### src/rtl/calc_input_conditioner_if.sv
// Board-side control bundle for the calculator input conditioner.
// The board or bench drives the raw controls and the conditioner drives the PIO word.
interface calc_input_conditioner_if;
  logic [17:0] sw;
  logic        key_enter_n;
  logic        key_clear_n;
  logic [18:0] out_port;

  modport master (output sw, output key_enter_n, output key_clear_n, input out_port);
  modport slave  (input sw, input key_enter_n, input key_clear_n, output out_port);
endinterface

### src/rtl/calc_input_conditioner.sv
// Synchronises the DE2 switches and keys, debounces the keys, and captures an
// operand/opcode snapshot with an entry toggle on each accepted press.
module calc_input_conditioner #(
  parameter int DEBOUNCE_CYCLES = 500000
) (
  input logic                     clk,
  input logic                     reset,
  calc_input_conditioner_if.slave bus
);

  localparam int              CW      = (DEBOUNCE_CYCLES > 1) ? $clog2(DEBOUNCE_CYCLES) : 1;
  localparam logic [CW-1:0]   CNT_MAX = CW'(DEBOUNCE_CYCLES - 1);

  // Key index 0 is ENTER and index 1 is CLEAR throughout.
  logic [17:0]         r_sw_m, r_sw_s;
  logic [1:0]          r_key_m, r_key_s;
  logic [1:0]          r_stable, r_stable_d;
  logic [1:0][CW-1:0]  r_cnt;
  logic [18:0]         r_out;
  logic [1:0]          w_raw_key;
  logic [1:0]          w_press;

  assign w_raw_key = {bus.key_clear_n, bus.key_enter_n};

  // NOTE: sequential state uses non-blocking assignments so every flop samples
  // pre-edge values, which makes the two-stage synchroniser behave as two stages.
  always_ff @(posedge clk) begin
    if (reset) begin
      r_sw_m  <= '0;
      r_sw_s  <= '0;
      r_key_m <= 2'b11;
      r_key_s <= 2'b11;
    end else begin
      r_sw_m  <= bus.sw;
      r_sw_s  <= r_sw_m;
      r_key_m <= w_raw_key;
      r_key_s <= r_key_m;
    end
  end

  // A level is accepted only after it differs from the stable value for
  // DEBOUNCE_CYCLES consecutive edges; any return to the stable level restarts.
  always_ff @(posedge clk) begin
    if (reset) begin
      r_stable   <= 2'b11;
      r_stable_d <= 2'b11;
      r_cnt      <= '0;
    end else begin
      r_stable_d <= r_stable;
      for (int i = 0; i < 2; i++) begin
        if (r_key_s[i] == r_stable[i]) begin
          r_cnt[i] <= '0;
        end else if (r_cnt[i] == CNT_MAX) begin
          r_stable[i] <= r_key_s[i];
          r_cnt[i]    <= '0;
        end else begin
          r_cnt[i] <= r_cnt[i] + 1'b1;
        end
      end
    end
  end

  // Only a falling stable level counts as a press; releases are ignored.
  assign w_press = r_stable_d & ~r_stable;

  always_ff @(posedge clk) begin
    if (reset) begin
      r_out <= '0;
    end else if (w_press[1]) begin
      r_out <= {~r_out[18], 18'h0};
    end else if (w_press[0]) begin
      r_out <= {~r_out[18], r_sw_s};
    end
  end

  assign bus.out_port = r_out;

endmodule

### src/flat_wrapper.sv
// flat-port wrapper written by rule: the top's interface ports become plain ports
module calc_input_conditioner_flat 
#(
  parameter int DEBOUNCE_CYCLES = 500000
)
  (clk, reset, bus_sw, bus_key_enter_n, bus_key_clear_n, bus_out_port);
  calc_input_conditioner_if bus_i ();
  input logic clk;
  input logic reset;
  input wire logic [$bits(bus_i.sw)-1:0] bus_sw;
  input wire logic [$bits(bus_i.key_enter_n)-1:0] bus_key_enter_n;
  input wire logic [$bits(bus_i.key_clear_n)-1:0] bus_key_clear_n;
  output wire logic [$bits(bus_i.out_port)-1:0] bus_out_port;
  assign bus_i.sw = bus_sw;
  assign bus_i.key_enter_n = bus_key_enter_n;
  assign bus_i.key_clear_n = bus_key_clear_n;
  assign bus_out_port = bus_i.out_port;
  calc_input_conditioner #(.DEBOUNCE_CYCLES(DEBOUNCE_CYCLES)) u_core (.clk(clk), .reset(reset), .bus(bus_i));
endmodule
### config.mk
export PLATFORM = sky130hd
export DESIGN_NAME = calc_input_conditioner_flat
export DESIGN_NICKNAME = d
export VERILOG_FILES = /design/src/rtl/calc_input_conditioner_if.sv /design/src/rtl/calc_input_conditioner.sv /design/src/flat_wrapper.sv
export SDC_FILE = /design/constraint.sdc
export NUM_CORES = 1
export LEC_CHECK = 0
export BUFFER_PORTS_ARGS = -buffer_cell sky130_fd_sc_hd__buf_2
export CAP_MARGIN = 5
export CELL_PAD_IN_SITES_DETAIL_PLACEMENT = 2
export CELL_PAD_IN_SITES_GLOBAL_PLACEMENT = 2
export CORE_ASPECT_RATIO = 0.6
export CORE_UTILIZATION = 36
export CTS_CLUSTER_SIZE = 40
export DETAILED_ROUTE_END_ITERATION = 7
export GPL_TIMING_DRIVEN = 0
export PLACE_DENSITY = 0.8
export SYNTH_ARGS = -nofsm -noshare
export SYNTH_HDL_FRONTEND = slang
export SYNTH_SLANG_ARGS = --single-unit
### constraint.sdc
create_clock -name clk -period 3.14 [get_ports clk]
set_clock_uncertainty 0.2 [all_clocks]
set_input_delay 0.314 -clock clk [delete_from_list [all_inputs] [get_ports clk]]
set_output_delay 0.314 -clock clk [all_outputs]
set_load 0.005 [all_outputs]
==> impl_metrics.py, run 1 <==
metrics = {
    "cts": {
        "cts_setup_buffers": 0,
        "cts_sinks": 101,
        "tritoncts": "done",
        "htreeDepth": 3,
        "postCtsResizedCells": 0,
        "clock_tree.root_cell": "sky130_fd_sc_hd__clkbuf_16",
        "max-clock-path-buffers": 2,
        "worst_setup_hold_path_clk_slew_ns": 0.07,
        "worst_skew_pair.late_latency_ns": 0.34,
        "cts-buffers-inserted": 9,
        "post_cts_hold_buffer_count": 11,
    },
    "timing": {
        "min_period_over_period": 0.862,
        "timing.final.crit_period_ns": 2.71,
        "fmaxAchievable_mhz": 370,
        "rsz0062_at_grt": "false",
        "relSlewSlack": 0.466,
        "drv_slew": 0,
        "report.final.setup_viol": 0,
        "tightest_slew_ns": 0.793,
        "setup-tns-final_ns": 0,
        "final-hold-violation-count": 0,
    },
    "worst_setup_path": {
        "timing_worst_setup_path_type": "reg2reg",
        "worst-r2r-cell-count": 5,
        "setup.reg_to_reg.worst_slack_ns": 0.43,
        "timing.critical_path.slowest_cell_delay_ns": 0.66,
        "worst_r2r_startpoint": "u_core.r_cnt[27]",
        "crit_chain": "nor4bb_1, nand4_1, o21ai_1, clkbuf_1, nor2_1",
        "critPathLaunchType": "register",
        "crit_fanout": 10,
        "setup.worst_path.end_class": "register",
        "cp.arrival_ns": 2.73,
        "worst_path_max_delay_cell": "sky130_fd_sc_hd__o21ai_1",
        "r2r-end": "u_core.r_cnt[26]",
        "critical_path_required_ns": 3.16,
    },
    "global_route": {
        "antenna_violations_before_repair": 0,
        "first_global_vias": 3168,
        "grt_overflow": 0,
        "gr-usage-all-layers": 0.211,
        "grt_max_degree": 19,
        "wire_length_of_the_first_global_routing_pass_um": 16800,
    },
    "finish": {
        "antenna-diode-count": 0,
        "nets": 471,
        "final-instance-count-excl-fill": 582,
        "syn_to_final_growth_pct": 21.5,
        "final_design_area_no_fill_sq_um": 4390,
        "fraction_of_layout_instances_using_a_drive_strength_above_1": 0.159,
        "finish.utilization": 0.464,
    },
    "yosys": {
        "synthCells": 385,
        "mappedNetlistNets": 409,
        "synthArstFlopShare": 0,
        "ys.warnings.count": 0,
        "syn_avg_cell_area_sq_um": 9.39,
        "netlist_top_cells_area": "sky130_fd_sc_hd__dfxtp_1 (56%), sky130_fd_sc_hd__nor2b_1 (6.4%), sky130_fd_sc_hd__xnor2_1 (6.1%)",
        "synth_flop_cell": "sky130_fd_sc_hd__dfxtp_1",
        "post-synth-top-count-cell": "sky130_fd_sc_hd__dfxtp_1",
        "synth.cell_area_sq_um": 3620,
        "yosysTopAreaCellShare": 0.559,
        "synth_largest_area_cell": "sky130_fd_sc_hd__dfxtp_1",
        "synth_enable_flop_cells": 0,
        "ys_ff_latch": 101,
        "ys_types": 37,
        "ys_top_cells_by_count": "sky130_fd_sc_hd__dfxtp_1 (101), sky130_fd_sc_hd__nand2_1 (46), sky130_fd_sc_hd__nor2_1 (42)",
        "synth_seq_area_share": 0.559,
    },
    "placed_design": {
        "detailed_place_hpwl_um": 6690,
        "place.gp.congestion": 0.774,
        "placement.cell_area_sq_um": 3980,
        "place.port_buffers": 40,
        "dpl.cell_count": 555,
    },
    "worst_hold_path": {
        "holdPathStages": 2,
        "hold_path_end": "u_core.r_sw_m[5]",
        "worstHoldPathType": "in2reg",
        "hold_start": "bus_sw[5]",
    },
    "drt": {
        "post_drt_via_cell_ratio": 4.89,
        "drt_pre_antenna_iters": 4,
        "routedWlPerCell_um": 17.4,
        "first_iter_violations": 69,
        "via_count": 2847,
        "detail_route.wirelength_um": 10100,
        "route.detailed.drc": 0,
        "ant_nets": 0,
    },
    "floorplan": {
        "placement_rows": 27,
        "design.portCount": 41,
        "core_region_area_sq_um": 9460,
        "start_util": 0.382,
        "die_area_sq_um": 10500,
        "die_width_um": 131,
        "die_h_um": 79.6,
    },
    "power": {
        "worst_vdd_drop_uv": 368,
        "p_leak_nw": 1.51,
        "pwr_per_cell_area_nw_per_um2": 576,
    },
    "status": {
        "status": "completed",
    },
    "flow_run": {
        "drv_cap": 0,
    },
}
==> power breakdown <==
part / switching, mW / internal (mW) / leakage, nW
registers: 0.00816 / 1.30 / 0.822
logic: 0.0344 / 0.0355 / 0.545
clock network: 0.519 / 0.628 / 0.144
==> layer usage <==
| layer | vias up | wire [um] | global-route usage |
|---|---|---|---|
| met1 | 1408 | 4730 | 0.258 |
| met3 | 9 | 231 | 0.0457 |
| met5 | - | 0 | 0 |
| met4 | 0 | 101 | 0.0628 |
| met2 | 31 | 5070 | 0.376 |
| li1 | 1399 | - | - |
==> cell usage in the layout, fill, tap and decap left out, drive strengths merged <==
cell type and n:
a21bo 1, a21oi 24, and3 2, and4 1, buf 43, bufinv 1
clkbuf 20, clkinv 1, clkinvlp 2, dfxtp 101, dlygate4sd3 11, ha 2
inv 13, mux2i 2, nand2 46, nand2b 3, nand3 14, nand3b 1
nand4 6, nand4bb 1, nor2 42, nor2b 37, nor3 5, nor3b 1
nor4 10, nor4b 1, nor4bb 1, o21a 2, o21ai 4, o221ai 1
o31ai 3, or2 9, or3 4, or3b 1, or4 7, xnor2 25
xor2 4
==> layout make-up <==
type | count | area (sq um)
Multi-Input combinational cell | 260 | 1500
Tap cell | 130 | 163
Timing Repair Buffer | 51 | 310
Buffer | 14 | 60.1
Sequential cell | 101 | 2020
Fill cell | 1036 | 5070
Clock buffer | 9 | 225
Clock inverter | 7 | 78.8
Inverter | 10 | 37.5
==> worst max-delay path: cells and delay by family, from the launching register on <==
kind	cells	cell delay [ns]
AOI/OAI and AO/OA	1	0.66
and+or+nand+nor	3	0.85
DFF	1	0.42
buffers and inverters	1	0.45
==> state kept, by name, summed over array words and instances, names as in the netlist <==
signal and count:
u_core.r_cnt 38, u_core.bus.out_port 19, u_core.r_sw_m 18, u_core.r_sw_s 18, u_core.r_key_m 2, u_core.r_key_s 2
u_core.r_stable 2, u_core.r_stable_d 2
==> kinds of logic after synthesis <==
kind of cell	count (synthesis)	synth area share
mux	2	0.00554
flops	101	0.559
compound gates	35	0.0574
xor+xnor	29	0.0702
simple gates	192	0.274
buf+inv	24	0.0270
fa+ha+maj	2	0.00692
==> worst max-delay path by stage <==
stage,cells after the start,start,to
3_3_place_gp,5,u_core.r_cnt[27],u_core.r_cnt[30]
3_5_place_dp,5,u_core.r_cnt[19],u_core.r_cnt[33]
2_1_floorplan,4,u_core.r_cnt[14],u_core.r_stable[0]
6_report,5,u_core.r_cnt[27],u_core.r_cnt[26]
4_1_cts,5,u_core.r_cnt[19],u_core.r_cnt[26]
5_1_grt,5,u_core.r_cnt[19],u_core.r_cnt[27]
==> through the flow <==
stage	hold slack, ns	power (mW)	setup slack, ns
2_1_floorplan	0.189	1.37	0.956
3_3_place_gp	0.200	1.39	0.517
3_5_place_dp	0.204	1.40	0.381
4_1_cts	0.00458	2.55	0.355
5_1_grt	0.00949	2.61	0.107
6_report	0.00553	2.53	0.435
No activity file was read; power rests on OpenSTA's default activity.
==> inputs of run 2 (changes only) <==
- GPL_TIMING_DRIVEN: 0 -> default
==> run 2 against run 1 <==
Compared with the run above:
- combinational power fell by 3%
- via count shrank 1.3%
- worst setup slack better by 0.18 ns
- critical endpoint is now u_core.r_cnt[32]
==> impl_metrics.py, run 2 (same netlist as run 1, synthesis figures left out) <==
metrics = {
    "finish": {
        "layout_commonest_cell": "sky130_fd_sc_hd__dfxtp_1",
        "syn_to_final_growth_pct": 21.6,
        "nets": 465,
        "antenna-diode-count": 0,
        "largest_register_ffs": 38,
        "commonest_non_fill_non_tap_cells_in_the_layout": "sky130_fd_sc_hd__dfxtp_1 (101), sky130_fd_sc_hd__nand2_1 (46), sky130_fd_sc_hd__nor2_1 (42)",
        "final-instance-count-excl-fill": 576,
        "registers.top_by_ff_count": "u_core.r_cnt",
        "fillCellCount": 1037,
        "fraction_of_layout_instances_using_a_drive_strength_above_1": 0.166,
        "final_design_area_no_fill_sq_um": 4400,
    },
    "timing": {
        "timing.final.crit_period_ns": 2.52,
        "min_period_over_period": 0.803,
        "rsz0062_at_grt": "false",
        "final-hold-violation-count": 0,
        "drv_slew": 0,
        "relSlewSlack": 0.404,
        "report.final.setup_viol": 0,
        "tightest_slew_ns": 0.895,
        "fmaxAchievable_mhz": 397,
        "setup-tns-final_ns": 0,
    },
    "power": {
        "p_leak_nw": 1.52,
        "share_comb_of_total_power": 0.027,
        "power.net_switching_uw": 535,
        "seq_power_share": 0.525,
        "swShare": 0.214,
        "pwr_per_cell_area_nw_per_um2": 569,
        "worst_vdd_drop_uv": 259,
        "intPower_mw": 1.97,
        "share_clk_of_total_power": 0.448,
    },
    "worst_setup_path": {
        "crit_chain": "nor4bb_1, nand4_1, o21ai_1, buf_4, a21oi_1",
        "critPathLaunchType": "register",
        "startpoint": "u_core.r_cnt[27]",
        "critical_path_required_ns": 3.17,
        "timing.critical_path.slowest_cell_delay_ns": 0.63,
        "cp.arrival_ns": 2.55,
        "crit_fanout": 10,
        "delay_heaviest_family_cp": "simple AND/OR/NAND/NOR gates",
        "setup.reg_to_reg.worst_slack_ns": 0.62,
        "worst_path_max_delay_cell": "sky130_fd_sc_hd__o21ai_1",
        "timing_worst_setup_path_type": "reg2reg",
        "setup.worst_path.end_class": "register",
        "worst_r2r_startpoint": "u_core.r_cnt[27]",
        "cp.buffers_inverters": 1,
    },
    "flow_run": {
        "drv_cap": 0,
    },
    "cts": {
        "cts_sinks": 101,
        "clock_tree.root_cell": "sky130_fd_sc_hd__clkbuf_16",
        "tritoncts": "done",
        "cts-buffers-inserted": 9,
        "worst_skew_pair.late_latency_ns": 0.34,
        "max-clock-path-buffers": 2,
        "htreeDepth": 3,
        "postCtsResizedCells": 0,
        "worst_setup_hold_path_clk_slew_ns": 0.07,
    },
    "drt": {
        "drt_pre_antenna_iters": 4,
        "post_drt_via_cell_ratio": 4.88,
        "ant_nets": 0,
        "via_count": 2810,
        "detail_route.wirelength_um": 9700,
        "first_iter_violations": 95,
        "routedWlPerCell_um": 16.8,
        "route.detailed.drc": 0,
    },
    "global_route": {
        "gr-usage-all-layers": 0.201,
        "grt_overflow": 0,
        "grt_max_degree": 26,
        "first_global_vias": 3087,
        "wire_length_of_the_first_global_routing_pass_um": 16000,
        "antenna_violations_before_repair": 0,
    },
    "floorplan": {
        "core_region_area_sq_um": 9460,
        "start_util": 0.382,
        "placement_rows": 27,
        "die_h_um": 79.6,
        "die_width_um": 131,
        "design.portCount": 41,
        "die_area_sq_um": 10500,
    },
    "placed_design": {
        "place.gp.congestion": 0.732,
        "dpl.cell_count": 546,
        "placement.cell_area_sq_um": 3960,
        "detailed_place_hpwl_um": 6140,
        "place.port_buffers": 40,
    },
    "worst_hold_path": {
        "worstHoldPathType": "in2reg",
        "hold_start": "bus_sw[1]",
    },
    "status": {
        "status": "completed",
    },
}
[run 2: timing repair]
item / in CTS / in global routing
setup buffers: 0 / 0
hold endpoints to repair: 14 / 0
hold buffers: 14 / 0
[run 2: path summary, 6_finish.rpt]
kind	depth (start not counted)	endpoint
max	5	u_core.r_cnt[32]
min	2	u_core.r_sw_m[1]
max reg2reg	5	u_core.r_cnt[32]
min reg2reg	1	u_core.r_key_s[0]
[run 2: power by group through the flow]
stage | Combinational (mW) | Clock, mW | Sequential (mW)
finish | 0.0680 | 1.12 | 1.31
global route | 0.0747 | 1.21 | 1.31
CTS | 0.0681 | 1.15 | 1.31
detailed placement | 0.0531 | 0 | 1.34
global placement | 0.0505 | 0 | 1.34
floorplan | 0.0325 | 0 | 1.34
[run 2: final cells by class]
class	instances	area (sq um)	area share
Clock inverter	6	71.3	0.0162
Tap cell	130	163	0.0370
Timing Repair Buffer	59	378	0.0859
Inverter	10	37.5	0.00854
Multi-Input combinational cell	260	1500	0.340
Clock buffer	10	229	0.0521
Sequential cell	101	2020	0.460
[run 2: through the flow]
stage	worst slack, ns	hold WS (ns)	utilization	power [mW]
global route	0.434	0.00602	0.465	2.60
detailed placement	0.773	0.204	0.418	1.39
floorplan	0.956	0.189	-	1.37
global placement	0.869	0.199	0.418	1.39
CTS	0.521	0.00805	0.465	2.53
finish	0.618	0.00183	0.465	2.50
[run 2: routing by layer]
layer,vias to the layer above,track usage,part of all wire
met4,0,0.0698,0.011
met2,32,0.355,0.52
met5,-,0,0
met1,1379,0.241,0.45
li1,1393,-,-
met3,6,0.0502,0.022
